`src/rtl/fetch_stage.sv`:
```
// ---------------------------------------------------------------------------
// fetch_stage
//
// Instruction-fetch (IF) stage of the 5-stage MIPS pipeline. It owns the
// program counter, presents it as a word address to the synchronous
// instruction ROM, waits MEM_LATENCY cycles for the read data, and latches
// the returned instruction. The latched {pc, inst} pair forms the IF->ID
// bus that decode consumes.
//
// The PC is redirected in one of two ways:
//   - by decode, through jbr_bus (jump/branch, applied on a normal advance);
//   - by writeback, through exc_bus (exception entry / ERET return), which
//     is applied immediately and throws away any fetch in flight.
//
// Ports
//   clk_i          clock, all state changes on the rising edge
//   reset_i        synchronous, active-high reset
//   IF_valid_i     IF holds a valid instruction slot (pipeline control)
//   next_fetch_i   pipeline advances IF->ID this cycle
//   jbr_bus_i      {jbr_taken, jbr_target[31:0]} from decode
//   exc_bus_i      {exc_valid, exc_pc[31:0]} from writeback
//   inst_addr_o    ROM address, always equal to the current pc
//   inst_rdata_i   ROM read data
//   IF_over_o      instruction for the current pc is latched and valid
//   IF_ID_bus_o    {pc, latched instruction}
//   IF_pc_o        current pc (display)
//   IF_inst_o      latched instruction (display)
// ---------------------------------------------------------------------------
module fetch_stage #(
   parameter logic [31:0] RESET_PC    = 32'h0000_0000,
   parameter int unsigned MEM_LATENCY = 1
) (
   input  logic        clk_i,
   input  logic        reset_i,
   input  logic        IF_valid_i,
   input  logic        next_fetch_i,
   input  logic [32:0] jbr_bus_i,
   input  logic [32:0] exc_bus_i,
   output logic [31:0] inst_addr_o,
   input  logic [31:0] inst_rdata_i,
   output logic        IF_over_o,
   output logic [63:0] IF_ID_bus_o,
   output logic [31:0] IF_pc_o,
   output logic [31:0] IF_inst_o
);

   // The wait counter must be able to hold MEM_LATENCY itself, because the
   // ROM data is sampled on the edge where the count equals the latency.
   localparam int CNT_W = (MEM_LATENCY < 2) ? 1 : $clog2(MEM_LATENCY + 1);
   localparam logic [CNT_W-1:0] CNT_LAST = CNT_W'(MEM_LATENCY);

   typedef enum logic {
      REQ  = 1'b0,
      DONE = 1'b1
   } fetchState_e;

   fetchState_e      state_q, state_d;
   logic [31:0]      pc_q, pc_d;
   logic [CNT_W-1:0] cnt_q, cnt_d;
   logic [31:0]      instR_q, instR_d;

   logic        jbrTaken;
   logic [31:0] jbrTarget;
   logic        excValid;
   logic [31:0] excPc;
   logic [31:0] nextPc;
   logic        ifOver;
   logic        advance;

   assign jbrTaken  = jbr_bus_i[32];
   assign jbrTarget = jbr_bus_i[31:0];
   assign excValid  = exc_bus_i[32];
   assign excPc     = exc_bus_i[31:0];

   // Redirect priority: an exception/ERET overrides a simultaneous branch,
   // and the branch target is simply dropped. Sequential pc wraps at 2^32.
   always_comb begin
      nextPc = pc_q + 32'd4;
      if (excValid) begin
         nextPc = excPc;
      end else if (jbrTaken) begin
         nextPc = jbrTarget;
      end
   end

   // A fetch is only reported complete while the slot is valid; an advance
   // request is only honoured when the current instruction is complete, so a
   // stray next_fetch during an outstanding fetch cannot skip it.
   assign ifOver  = IF_valid_i & (state_q == DONE);
   assign advance = next_fetch_i & ifOver;

   // Next-state logic. An exception redirect wins over everything except
   // reset and restarts the fetch from scratch; otherwise a pipeline advance
   // loads the next pc and restarts the fetch; otherwise the REQ state
   // counts valid cycles until the ROM data is due. In DONE the latched
   // instruction is simply held for as long as the pipeline stalls.
   always_comb begin
      state_d = state_q;
      pc_d    = pc_q;
      cnt_d   = cnt_q;
      instR_d = instR_q;

      if (excValid) begin
         pc_d    = nextPc;
         state_d = REQ;
         cnt_d   = '0;
      end else if (advance) begin
         pc_d    = nextPc;
         state_d = REQ;
         cnt_d   = '0;
      end else begin
         case (state_q)
            REQ: begin
               if (IF_valid_i) begin
                  if (cnt_q == CNT_LAST) begin
                     instR_d = inst_rdata_i;
                     cnt_d   = '0;
                     state_d = DONE;
                  end else begin
                     cnt_d = cnt_q + CNT_W'(1);
                  end
               end
            end
            DONE: begin
               state_d = DONE;
            end
            default: begin
               state_d = REQ;
            end
         endcase
      end
   end

   // State register with synchronous reset; reset overrides any redirect or
   // fetch in progress at the same edge.
   always_ff @(posedge clk_i) begin
      if (reset_i) begin
         state_q <= REQ;
         pc_q    <= RESET_PC;
         cnt_q   <= '0;
         instR_q <= '0;
      end else begin
         state_q <= state_d;
         pc_q    <= pc_d;
         cnt_q   <= cnt_d;
         instR_q <= instR_d;
      end
   end

   assign inst_addr_o = pc_q;
   assign IF_over_o   = ifOver;
   assign IF_ID_bus_o = {pc_q, instR_q};
   assign IF_pc_o     = pc_q;
   assign IF_inst_o   = instR_q;

endmodule

```
`config.mk`:
```
export PLATFORM = sky130hd
export DESIGN_NAME = fetch_stage
export DESIGN_NICKNAME = d
export VERILOG_FILES = /design/src/rtl/fetch_stage.sv
export SDC_FILE = /design/constraint.sdc
export NUM_CORES = 1
export LEC_CHECK = 0
export ABC_CLOCK_PERIOD_IN_PS = 3400
export BUFFER_PORTS_ARGS = -buffer_cell sky130_fd_sc_hd__buf_4
export CORE_MARGIN = 4
export CORE_UTILIZATION = 47
export CTS_CLUSTER_DIAMETER = 30
export DETAILED_ROUTE_END_ITERATION = 7
export PLACE_DENSITY = 0.93
export SYNTH_ARGS = -nofsm -noshare
export SYNTH_HDL_FRONTEND = slang
export SYNTH_SLANG_ARGS = --single-unit
```
`constraint.sdc`:
```
create_clock -name clk_i -period 3.4 [get_ports clk_i]
set_input_delay 0.68 -clock clk_i [delete_from_list [all_inputs] [get_ports clk_i]]
set_output_delay 0.68 -clock clk_i [all_outputs]
set_load 0.01 [all_outputs]
```
==> results_dict.tcl <==
set metrics [dict create \
    wirelength_um 14240 \
    ys_seq_area_share_pct 32.22 \
    ys_ff_latch 66 \
    port_buffers 262 \
    vias_per_cell 5.589 \
    start_util_pct 49.16 \
    path_cells "ha_1 -> nand4_1 -> nor4_2 -> nand3_1 -> xnor2_1 -> a221oi_1" \
    numPlacedInstances 793 \
    seq_power_share_pct 46.5 \
    die_w_um 101.4 \
    swShare_pct 30.65 \
    area_growth_syn_to_layout_pct 35.31 \
    grt_pass1_wl_um 21470 \
    clk_pin_slew_ns 0.08 \
    cts_buffer_depth 2 \
    hpwl_um 10990 \
    status "finished, final reports clean" \
    p_clk_share_pct 29.6 \
    setup_viol 0 \
    slew_viol_final 0 \
    slew_headroom_pct 29.36 \
    drc 0 \
    tritoncts "yes" \
    power.leakage_uw 0.002520 \
    synthCells 548 \
    fin_crit_ns 2.366 \
    fin_skew_ns 0.01498 \
    synth_fp_nets 651 \
    power_switching_uw 581.4 \
    crit_family "simple AND/OR/NAND/NOR gates" \
    die_area_um2 10280 \
    cpMaxStageDelayCell "nor4_2" \
    start_kind "register" \
    drt_iter0_markers 328 \
    cts_setup_buffers 0 \
    grt_antenna_before_repair 0 \
    tightest_slew_ns 1.060 \
    power.internal_uw 1316 \
    cts.sinks 66 \
    grt-ovfl-total 0 \
    end_kind "register" \
    clk_latency_ns 0.34 \
    diodes 0 \
    die_h_um 101.4 \
    reg2reg_slack_ns 1.03 \
    crit_start "IF_pc_o[2]" \
    combinationalPowerShare_pct 24.0 \
    power_density_nw_per_um2 341.9 \
    synth_top_area_cell "dfxtp_1" \
    core_um2 8341 \
    critical_path_required_ns 3.64 \
    grt.total_usage_pct 26.42 \
    nets 802 \
    reg2reg_from "IF_pc_o[2]" \
    synth.area.top_cells "dfxtp_1, buf_4, nand2_1, a21oi_1, nor2_1" \
    ir_worst_vdd_v 0.0001952 \
    yosys-top-cells-count "buf_4, nand2_1, dfxtp_1" \
    drive_above_1_share_pct 41.11 \
    cts_buffers 9 \
    fin_cells 808 \
    min-delay-start "IF_inst_o[5]" \
    ys.flop_type "dfxtp_1" \
    ys_warn_count 0 \
    cp.buffers_inverters 0 \
    synthArstFlopShare_pct 0 \
    hold_viol 0 \
    detail_route.wl_per_cell_um 17.62 \
    synth_area_per_cell_um2 7.482 \
    antenna_left 0 \
    cts_root_buf "clkbuf_8" \
    worstSetupPathType "reg2reg" \
    rsz0062_at_grt "no" \
    fmax_mhz 422.7 \
    syn_area_um2 4100 \
    grt_max_degree 45 \
    htree_levels 3 \
    ios 263 \
    row_count 33 \
    worstPathArrival_ns 2.61 \
    synth-edff-count 0 \
    first_pass_iters 5 \
    synth_most_common_cell "buf_4" \
    yosysTopAreaCellShare_pct 32.22 \
    place.gp.congestion 0.8983 \
    grt_pass1_vias 4280 \
    post-route-period-util_pct 69.59 \
    maxCapViolCount 0 \
    final.setup.tns_ns 0 \
    worstPathMaxFanout 9 \
    cp_slowest_stage_delay_ns 0.61 \
    num_vias 4516 \
    cts_hold_buffers 0 \
    min_path_type "reg2reg" \
    cts-resized-gates 0 \
    ys_types 51 \
]
-- layout make-up --
class,instances,area (µm²)
Clock buffer,10,127.6
Clock inverter,5,32.53
Fill cell,704,2793
Inverter,19,71.32
Multi-Input combinational cell,339,1882
Sequential cell,66,1321
Tap cell,105,131.4
Timing Repair Buffer,264,1982
-- layer usage --
metal	share of wire, %	track usage (%)	vias up	wire [µm]
li1	-	-	2118	-
met1	38	32.07	2091	5439
met2	51	45.02	271	7227
met3	8.4	4.890	36	1196
met4	2.6	12.47	0	373
met5	0	0	-	0
-- cell usage in the layout, fill, tap and decap left out, types with 7 or more instances in the layout --
cell type | netlist | final
clkbuf_8 | 0 | 9
o21ai_0 | 26 | 26
o22ai_1 | 15 | 15
inv_1 | 19 | 19
buf_4 | 96 | 264
nand3_1 | 16 | 16
dfxtp_1 | 66 | 66
nand2_1 | 87 | 87
o2bb2ai_1 | 11 | 11
nand4_1 | 8 | 8
o221ai_1 | 7 | 7
nor2_1 | 41 | 41
a21oi_1 | 53 | 53
-- worst register-to-register path: cells and delay by family (launching register included) --
kind / cells / cell delay, ns
AOI/OAI and AO/OA: 1 / 0.26
and+or+nand+nor: 3 / 1.09
xor gates and xnor gates: 1 / 0.15
DFF: 1 / 0.51
adders and majority gates: 1 / 0.27
-- through the flow --
| step | hold WS [ns] | total power, µW | area [µm²] | util (%) | setup WS (ns) |
|---|---|---|---|---|---|
| detailed placement | 0.4656 | 1352 | 5388 | 64.60 | 0.7870 |
| CTS | 0.4757 | 1902 | 5548 | 66.52 | 1.065 |
| finish | 0.4755 | 1897 | 5548 | 66.52 | 1.034 |
| floorplan | 0.4928 | 1145 | 4100 | - | 1.456 |
| global route | 0.4994 | 1975 | 5548 | 66.52 | 0.7857 |
| global placement | 0.4579 | 1338 | 5388 | 64.60 | 0.9127 |
-- cell families (layout without fill, tap and decap cells) --
logic type,Yosys count,in the layout,synth area share (%)
AND/OR/NAND/NOR,189,189,22.28
multiplexers,3,3,0.7324
adder cells (fa/ha/maj),1,1,0.3051
XOR/XNOR,2,2,0.4273
AO/OA/AOI/OAI,144,144,22.03
buffers and inverters,143,298,22.00
flip-flops,66,66,32.22
-- flip-flops by register name (all words and copies together) (netlist names) --
name	cells
IF_inst_o	32
IF_pc_o	32
state_q	1
cnt_q	1
-- worst paths after layout --
kind | endpoint | cells after the start
max | IF_pc_o[20] | 6
min | IF_inst_o[5] | 2
max reg2reg | IF_pc_o[20] | 6
min reg2reg | IF_inst_o[5] | 2
-- power groups by stage --
stage	Combinational, µW	Clock [µW]	Sequential, µW
2_1_floorplan	252	0	893
3_3_place_gp	445	0	893
3_5_place_dp	454	0	898
4_1_cts	455	567	880
5_1_grt	489	597	889
6_report	455	561	881
No activity file was read; power rests on OpenSTA's default activity.
